### src/rtl/pc_seq_pkg.sv
// Shared types and default sizes for the program-counter sequencer.
package pc_seq_pkg;

  localparam int DEF_STACK_DEPTH = 4;
  localparam int DEF_ADDR_W      = 16;
  localparam int DEF_OFF_W       = 9;

  // Decoder command encoding; 6 and 7 are illegal and fall to the default arm.
  typedef enum logic [2:0] {
    CMD_NEXT   = 3'd0,
    CMD_JUMP   = 3'd1,
    CMD_BRANCH = 3'd2,
    CMD_CALL   = 3'd3,
    CMD_RET    = 3'd4,
    CMD_HALT   = 3'd5
  } cmd_t;

  typedef enum logic [1:0] {
    ST_IDLE,
    ST_FETCH,
    ST_DECODE,
    ST_HALTED
  } state_t;

endpackage

### src/rtl/return_stack.sv
// Return-address LIFO. Top-of-stack is presented combinationally so a pop
// can use its data in the same cycle it is requested.
module return_stack
  import pc_seq_pkg::*;
#(
  parameter  int DEPTH = DEF_STACK_DEPTH,
  parameter  int W     = DEF_ADDR_W,
  localparam int AW    = $clog2(DEPTH),
  localparam int CW    = AW + 1
) (
  input  logic          i_clk,
  input  logic          i_rst,
  input  logic          i_push,
  input  logic          i_pop,
  input  logic [W-1:0]  i_din,
  output logic [W-1:0]  o_dout,
  output logic          o_full,
  output logic          o_empty,
  output logic [CW-1:0] o_count
);

  logic [W-1:0]  r_mem [DEPTH];
  logic [CW-1:0] r_count;
  logic [AW-1:0] w_wr_idx;
  logic [AW-1:0] w_rd_idx;
  logic          w_do_push;
  logic          w_do_pop;

  assign w_wr_idx  = r_count[AW-1:0];
  assign w_rd_idx  = w_wr_idx - AW'(1);
  assign o_full    = (r_count == CW'(DEPTH));
  assign o_empty   = (r_count == '0);
  assign o_count   = r_count;
  assign o_dout    = r_mem[w_rd_idx];
  // A simultaneous push and pop is treated as a no-op on the stack.
  assign w_do_push = i_push && !i_pop && !o_full;
  assign w_do_pop  = i_pop && !i_push && !o_empty;

  // Entry storage; contents are don't-care until written, so no reset.
  always_ff @(posedge i_clk) begin
    if (w_do_push) r_mem[w_wr_idx] <= i_din;
  end

  // Occupancy counter, guarded against over/underflow.
  always_ff @(posedge i_clk or posedge i_rst) begin
    if (i_rst)          r_count <= '0;
    else if (w_do_push) r_count <= r_count + CW'(1);
    else if (w_do_pop)  r_count <= r_count - CW'(1);
  end

endmodule

### src/rtl/pc_sequencer.sv
// Fetch/decode control FSM driving an external ProgramCounter. The PC free-runs
// (+1) unless told otherwise, so every non-advancing state reloads its own value.
module pc_sequencer
  import pc_seq_pkg::*;
#(
  parameter  int STACK_DEPTH = DEF_STACK_DEPTH,
  parameter  int ADDR_W      = DEF_ADDR_W,
  parameter  int OFF_W       = DEF_OFF_W,
  localparam int CNT_W       = $clog2(STACK_DEPTH) + 1
) (
  input  logic                     i_clock,
  input  logic                     i_reset,
  input  logic                     i_start,
  input  logic signed [ADDR_W-1:0] i_counter_value,
  output logic signed [ADDR_W-1:0] o_load_value,
  output logic                     o_load_enable,
  output logic signed [OFF_W-1:0]  o_offset,
  output logic                     o_offset_enable,
  output logic                     o_fetch_req,
  output logic [ADDR_W-1:0]        o_fetch_addr,
  input  logic                     i_fetch_ack,
  output logic                     o_cmd_ready,
  input  logic                     i_cmd_valid,
  input  logic [2:0]               i_cmd_type,
  input  logic [ADDR_W-1:0]        i_cmd_target,
  input  logic signed [OFF_W-1:0]  i_cmd_offset,
  input  logic                     i_cond_true,
  output logic                     o_halted,
  output logic                     o_stack_error,
  output logic [CNT_W-1:0]         o_stack_count
);

  state_t            r_state;
  state_t            w_state_nxt;
  logic              r_stack_err;
  logic              w_set_err;
  logic              w_push;
  logic              w_pop;
  logic              w_full;
  logic              w_empty;
  logic [ADDR_W-1:0] w_push_data;
  logic [ADDR_W-1:0] w_pop_data;
  cmd_t              w_cmd;

  // Return address for CALL, wrapping modulo 2^ADDR_W.
  function automatic logic [ADDR_W-1:0] f_wrap_inc(input logic signed [ADDR_W-1:0] v);
    return v + ADDR_W'(1);
  endfunction

  assign w_cmd         = cmd_t'(i_cmd_type);
  assign w_push_data   = f_wrap_inc(i_counter_value);
  assign o_fetch_addr  = i_counter_value;
  assign o_halted      = (r_state == ST_HALTED);
  assign o_stack_error = r_stack_err;

  return_stack #(
    .DEPTH (STACK_DEPTH),
    .W     (ADDR_W)
  ) u_stack (
    .i_clk   (i_clock),
    .i_rst   (i_reset),
    .i_push  (w_push),
    .i_pop   (w_pop),
    .i_din   (w_push_data),
    .o_dout  (w_pop_data),
    .o_full  (w_full),
    .o_empty (w_empty),
    .o_count (o_stack_count)
  );

  // State register.
  always_ff @(posedge i_clock or posedge i_reset) begin
    if (i_reset) r_state <= ST_IDLE;
    else         r_state <= w_state_nxt;
  end

  // Sticky error flag; only reset clears it.
  always_ff @(posedge i_clock or posedge i_reset) begin
    if (i_reset)        r_stack_err <= 1'b0;
    else if (w_set_err) r_stack_err <= 1'b1;
  end

  // Next state and PC/handshake drive; default is "hold the PC".
  always_comb begin
    w_state_nxt     = r_state;
    o_load_enable   = 1'b1;
    o_load_value    = i_counter_value;
    o_offset        = '0;
    o_offset_enable = 1'b0;
    o_fetch_req     = 1'b0;
    o_cmd_ready     = 1'b0;
    w_push          = 1'b0;
    w_pop           = 1'b0;
    w_set_err       = 1'b0;
    case (r_state)
      ST_IDLE, ST_HALTED: begin
        if (i_start) w_state_nxt = ST_FETCH;
      end
      ST_FETCH: begin
        o_fetch_req = 1'b1;
        if (i_fetch_ack) w_state_nxt = ST_DECODE;
      end
      ST_DECODE: begin
        o_cmd_ready = 1'b1;
        if (i_cmd_valid) begin
          w_state_nxt = ST_FETCH;
          case (w_cmd)
            CMD_NEXT: o_load_enable = 1'b0;
            CMD_JUMP: o_load_value = i_cmd_target;
            CMD_BRANCH: begin
              o_load_enable = 1'b0;
              if (i_cond_true) begin
                o_offset_enable = 1'b1;
                o_offset        = i_cmd_offset;
              end
            end
            CMD_CALL: begin
              if (w_full) begin
                w_set_err   = 1'b1;
                w_state_nxt = ST_HALTED;
              end else begin
                w_push       = 1'b1;
                o_load_value = i_cmd_target;
              end
            end
            CMD_RET: begin
              if (w_empty) begin
                w_set_err   = 1'b1;
                w_state_nxt = ST_HALTED;
              end else begin
                w_pop        = 1'b1;
                o_load_value = w_pop_data;
              end
            end
            CMD_HALT: w_state_nxt = ST_HALTED;
            default: begin
              w_set_err   = 1'b1;
              w_state_nxt = ST_HALTED;
            end
          endcase
        end
      end
      default: w_state_nxt = ST_IDLE;
    endcase
  end

endmodule

### config.mk
export PLATFORM = sky130hd
export DESIGN_NAME = pc_sequencer
export DESIGN_NICKNAME = d
export VERILOG_FILES = /design/src/rtl/pc_seq_pkg.sv /design/src/rtl/return_stack.sv /design/src/rtl/pc_sequencer.sv
export SDC_FILE = /design/constraint.sdc
export NUM_CORES = 1
export LEC_CHECK = 0
export CAP_MARGIN = 15
export CORE_UTILIZATION = 52
export DETAILED_ROUTE_END_ITERATION = 10
export PLACE_DENSITY = 0.86
export RECOVER_POWER = 100
export SLEW_MARGIN = 20
export SYNTH_ARGS = -nofsm -noshare
export SYNTH_HDL_FRONTEND = slang
export SYNTH_SLANG_ARGS = --single-unit
export TNS_END_PERCENT = 20
### constraint.sdc
create_clock -name i_clock -period 4.85 [get_ports i_clock]
set_input_delay 0.7275 -clock i_clock [delete_from_list [all_inputs] [get_ports i_clock]]
set_output_delay 0.7275 -clock i_clock [all_outputs]
set_load 0.02 [all_outputs]
After elaboration in Yosys (flattened, before gate mapping)
Memories as Yosys holds them, arrays and structs flattened. Index checks and enable logic that the tools add are counted.

Output and inout bits: 50. Memories: 1. Register bits after elaboration: 6. Logic and storage cells: 79. Bits in writable memories: 64.

Memories: u_stack.r_mem (depth 4, width 16, rd ports 1, clocked after memory_dff 0, write ports 1, line return_stack.sv:22) `logic [W-1:0] r_mem [DEPTH];`.

Eq/ne operators: 12. Reduce and logical (&&, ||, !) cells: 17. Add/sub/neg operators: 4. Multiplexer cells: 42.

Operators by type and width (count): $mux 16 (4); $pmux 16 s3 (1); $mux 9 (4); $mux 1 (23); $add 16x2->16 const B (1); $pmux 2 s3 (2); $mux 2 (5); $eq 3x3->1 const B (3); $eq 3x2->1 const B (2); $logic_not 3->1 (2); $mux 3 (2); $ne 2x2->1 const B (3); $eq 2x2->1 const B (2); $logic_and 1x1->1 (4); $logic_not 1->1 (4); $reduce_or 2->1 (2); $reduce_or 4->1 (1); $add 3x1->3 const B (1); $eq 3x1->1 const B (1); $pmux 1 s3 (1); $reduce_and 3->1 (1); $reduce_or 3->1 (1); $sub 3x1->3 const B (1); $eq 2x1->1 const B (1); 3 further kinds (3).

Depth between registers and ports, before layout
Depth after elaboration: 10. Depth in mapped cells: 10. Gate-level depth less buffers: 8.

Cells and area by module
From an unflattened synthesis, not the netlist that was laid out.

Cell total of the unflattened synthesis: 276. Area, all modules: 3851.2 um2.

Modules (own cells, without submodules): return_stack (area an instance 2686.3 um2, sequential area each 1996.9 um2, cells an instance 126, instances 1); pc_sequencer (area an instance 1164.9 um2, sequential area each 75.1 um2, cells an instance 150, instances 1).

Worst setup path before layout
Ideal clock, no wire load.

Path kind: register to output. From: register u_stack.r_count[0], in the netlist u_stack.o_count[0]. To: output o_load_value[10]. Cell stages (with the launch flop): 10. Slack: 1.491 ns. Arrival time: 2.631 ns. Data required time: 4.123 ns. Path buffers: 4. Cell sequence: dfrtp_1 buf_2 buf_6 inv_1 ha_1 clkbuf_1 buf_2 mux4_2 nor2b_1 a221o_1.

Longest elaborated chain between the ends: 6. Elaborated cells on any way between the ends: 9. Classes of those cells: add/sub: 1; eq/ne: 1; mux: 5; reduce/logical: 1; memory: 1.

RTL lines: from (decl) (line return_stack.sv:23) `logic [CW-1:0] r_count;`; from (signal assigned) (line return_stack.sv:47) `else if (w_do_push) r_count <= r_count + CW'(1);`; from (signal assigned) (line return_stack.sv:48) `else if (w_do_pop) r_count <= r_count - CW'(1);`; $sub 2x1->2 (line return_stack.sv:30) `assign w_rd_idx = w_wr_idx - AW'(1);`; named net u_stack.w_rd_idx[0] (line return_stack.sv:25) `logic [AW-1:0] w_rd_idx;`; $mem_v2 4x16; $mux 16 (line pc_sequencer.sv:127) `if (w_empty) begin`; $pmux 16 s3 (line pc_sequencer.sv:107) `case (w_cmd)`; $mux 16 (line pc_sequencer.sv:105) `if (i_cmd_valid) begin`; $mux 16 (line pc_sequencer.sv:95) `case (r_state)`; to (decl) (line pc_sequencer.sv:15) `output logic signed [ADDR_W-1:0] o_load_value,`.

The timed path passes the listed nets, and every way through them passes these cells.

Final worst setup path
From: register u_stack.r_count[0], in the netlist u_stack.o_count[0]. To: output o_load_value[10].

Longest elaborated chain between the ends: 6. Elaborated cells on any way between the ends: 9. Classes of those cells: add/sub: 1; eq/ne: 1; mux: 5; reduce/logical: 1; memory: 1.

RTL lines (line): $sub 2x1->2 (return_stack.sv:30); $mem_v2 4x16; $mux 16 (pc_sequencer.sv:127); $pmux 16 s3 (*) (pc_sequencer.sv:107); $mux 16 (*) (pc_sequencer.sv:105); $mux 16 (*) (pc_sequencer.sv:95).

Every way passes the cells marked *; elsewhere a longest branch is shown, timed or not.

==> flow_summary.ini <==
[worst_setup_path]
cp-end-kind = primary output
crit_path_top_delay_cell = clkbuf_1
cp.required_ps = 4120
crit_type = reg -> out
cp_max_fo = 20
crit_path_cell_trace = clkbuf_1, mux4_2, nor2b_1, a221o_1, dlygate4sd3_1
arrival_ps = 3570
critical_path.max_stage_delay_ps = 1160
start_kind = flop

[clock_tree]
cts.hold.buffers_added = 0
cts_buffers = 9
clk_pin_slew_ps = 70
ctsHtreeMaxLevel = 3
clockRootBuffer = clkbuf_8
ctsResizeCount = 0
cts_tree = done
clock-sinks = 70
cts_setup_buffers = 0
clk_latency_ps = 340
cts_max_path_buffers = 2

[timing]
maxSlewHeadroom_pct = -5.91
clock_skew_ps = 8.21
fmax_ghz = 0.232
period_share_pct = 88.7
finalCriticalPeriod_ps = 4300
hold_viol_final = 0
slew_violations = 21
setup_viol = 0
rsz0062_at_grt = no
final.setup.tns_ps = 0
worstMarginPinSlew_ps = 1590

[die]
die_h_um = 85.2
floorplan.initialDensity_pct = 55.4
num_rows = 29
die_area_um2 = 7250
pin_count = 100
die_w_um = 85.2
core_um2 = 6490

[global_routing]
grt_first_pass_wirelength_mm = 12.9
grtUsageTotal_pct = 24.2
grt_max_degree = 21
grt.overflow.total = 0
grt_pass1_vias = 2565
antenna_found_initial = 0

[flow_run]
cap_viol_max_count = 1

[drt]
drt-initial-drc-count = 205
vias = 2452
firstDrtPassIters = 5
via_per_inst = 5.89
wire_per_inst_um = 19.7
wirelength_mm = 8.21
drc = 0
antenna_left = 0

[logic_synthesis]
yosysWarnings = 0
yosys_register_bits = 70
async_reset_ff_share_pct = 8.57
netlist_instances = 246
synth_fp_nets = 306
synth_ff_type = edfxtp_1
synth.distinct_cells = 41
synth_area_um2 = 3600
synth-edff-count = 64
syn_area_per_cell_um2 = 14.6
ys_seq_area_share_pct = 57.6

[power_and_ir_drop]
power.internal_mw = 1.32
ir_drop_mv = 0.244
pwr-share-clk_pct = 27.0
p_total_mw = 1.86
p_leak_nw = 1.70
p_sw_mw = 0.543
switching_share_pct = 29.2
p_seq_share_pct = 38.4
pwr-share-comb_pct = 34.7
power_density_nw_per_um2 = 394

[place]
gp_congestion = 0.805
port_buffers = 99
dpl.hpwl_mm = 5.67

[cells_and_area]
nNetsFinal = 394
utilization_pct = 72.8
syn2layout_area_growth_pct = 31.4
drive_above_1_share_pct = 10.9
diodes = 0
nFillCells = 444

[outcome]
failed_checks = capacitance limit, slew limit
status = complete, but fails checks

[hold_path]
min_path_type = reg -> reg
sequential cells by signal (all words and copies together), names as in the netlist:
register	cells
r_state	2
u_stack.o_count	3
u_stack.r_mem	64
o_stack_error	1
through the flow:
stage	cells	cell area (µm²)	hold slack, ps	setup slack [ps]
after detailed placement	400	4520	470	786
after floorplan	246	3600	518	1490
after global routing	416	4730	505	286
after CTS	416	4730	489	792
final	416	4730	480	549
after global placement	400	4520	454	828
path summary, 6_finish.rpt:
check	startpoint	endpoint	slack (ps)	depth (start not counted)
max	u_stack.o_count[0]	o_load_value[10]	550	5
min	o_stack_error	o_stack_error	480	1
max reg2reg	u_stack.o_count[0]	u_stack.r_mem[1][1]	1650	3
min reg2reg	o_stack_error	o_stack_error	480	1
max in group asynchronous	i_reset	u_stack.o_count[2]	3900	2
min in group asynchronous	i_reset	o_stack_error	750	2
area by class of cell:
cell class                 instances  area [µm²]  area share [%]
clock inverter                     6        85.1            1.80
multi-input combinational        142        1310            27.6
sequential                        70        2070            43.8
tap                               77        96.3            2.04
clock buffer                      10         128            2.70
inverter                          10        37.5           0.794
timing repair buffer             101        1000            21.2
power groups by stage:
| stage | combinational, mW | clock, mW | sequential [mW] |
|---|---|---|---|
| finish | 0.645 | 0.502 | 0.714 |
| global route | 0.698 | 0.538 | 0.718 |
| CTS | 0.667 | 0.511 | 0.714 |
| detailed placement | 0.665 | 0 | 0.728 |
| global placement | 0.650 | 0 | 0.725 |
| floorplan | 0.444 | 0 | 0.744 |
logic make-up (layout without fill, tap and decap cells):
logic type,Yosys count,in the layout,share of synthesized area (%)
AOI/OAI and AO/OA,26,26,6.19
xor gates and xnor gates,16,16,3.90
and+or+nand+nor,71,71,11.3
DFF,70,70,57.6
adders and majority gates,10,10,3.69
buffers and inverters,34,127,6.05
muxes,19,19,11.3
worst max-delay path, delay by kind of cell, from the launching register on:
family / cells / cell delay, ps
DFF: 1 / 350
muxes: 1 / 640
AOI/OAI and AO/OA: 1 / 280
buffers and inverters: 2 / 1810
and+or+nand+nor: 1 / 150
cells in the final DEF, fill, tap and decap left out, drive strengths merged, types with 10 or more instances in the layout:
cell type | netlist | routed
a221o | 16 | 16
and2 | 14 | 14
clkbuf | 2 | 11
clkdlybuf4s50 | 0 | 52
dlygate4sd3 | 0 | 47
edfxtp | 64 | 64
inv | 10 | 11
mux4 | 16 | 16
nor2b | 17 | 17
xnor2 | 10 | 10
Yosys cell counts (2+ instances only):
master / instances / area [µm²]
a21oi_1: 3 / 15.0
a221o_1: 16 / 160
and2_1: 14 / 87.6
and3_1: 3 / 18.8
buf_2: 3 / 15.0
buf_4: 16 / 120
buf_6: 2 / 22.5
clkbuf_1: 2 / 7.51
dfrtp_1: 6 / 150
edfxtp_1: 64 / 1920
ha_1: 9 / 113
inv_1: 9 / 33.8
mux4_2: 16 / 360
nand2_1: 8 / 30.0
nand2b_1: 2 / 12.5
nand3_1: 7 / 35.0
nand4_1: 4 / 25.0
nor2_1: 7 / 26.3
nor2b_1: 17 / 106
o21ai_0: 3 / 15.0
xnor2_1: 10 / 87.6
xor2_1: 6 / 52.6
routing by layer:
| metal | up-vias | track usage [%] | wire [µm] |
|---|---|---|---|
| met2 | 116 | 41.9 | 4290 |
| met4 | 0 | 9.09 | 92 |
| met3 | 7 | 6.32 | 606 |
| li1 | 1104 | - | - |
| met5 | - | 0 | 0 |
| met1 | 1225 | 29.3 | 3220 |
Note: power is estimated with default switching activity, not from simulation.
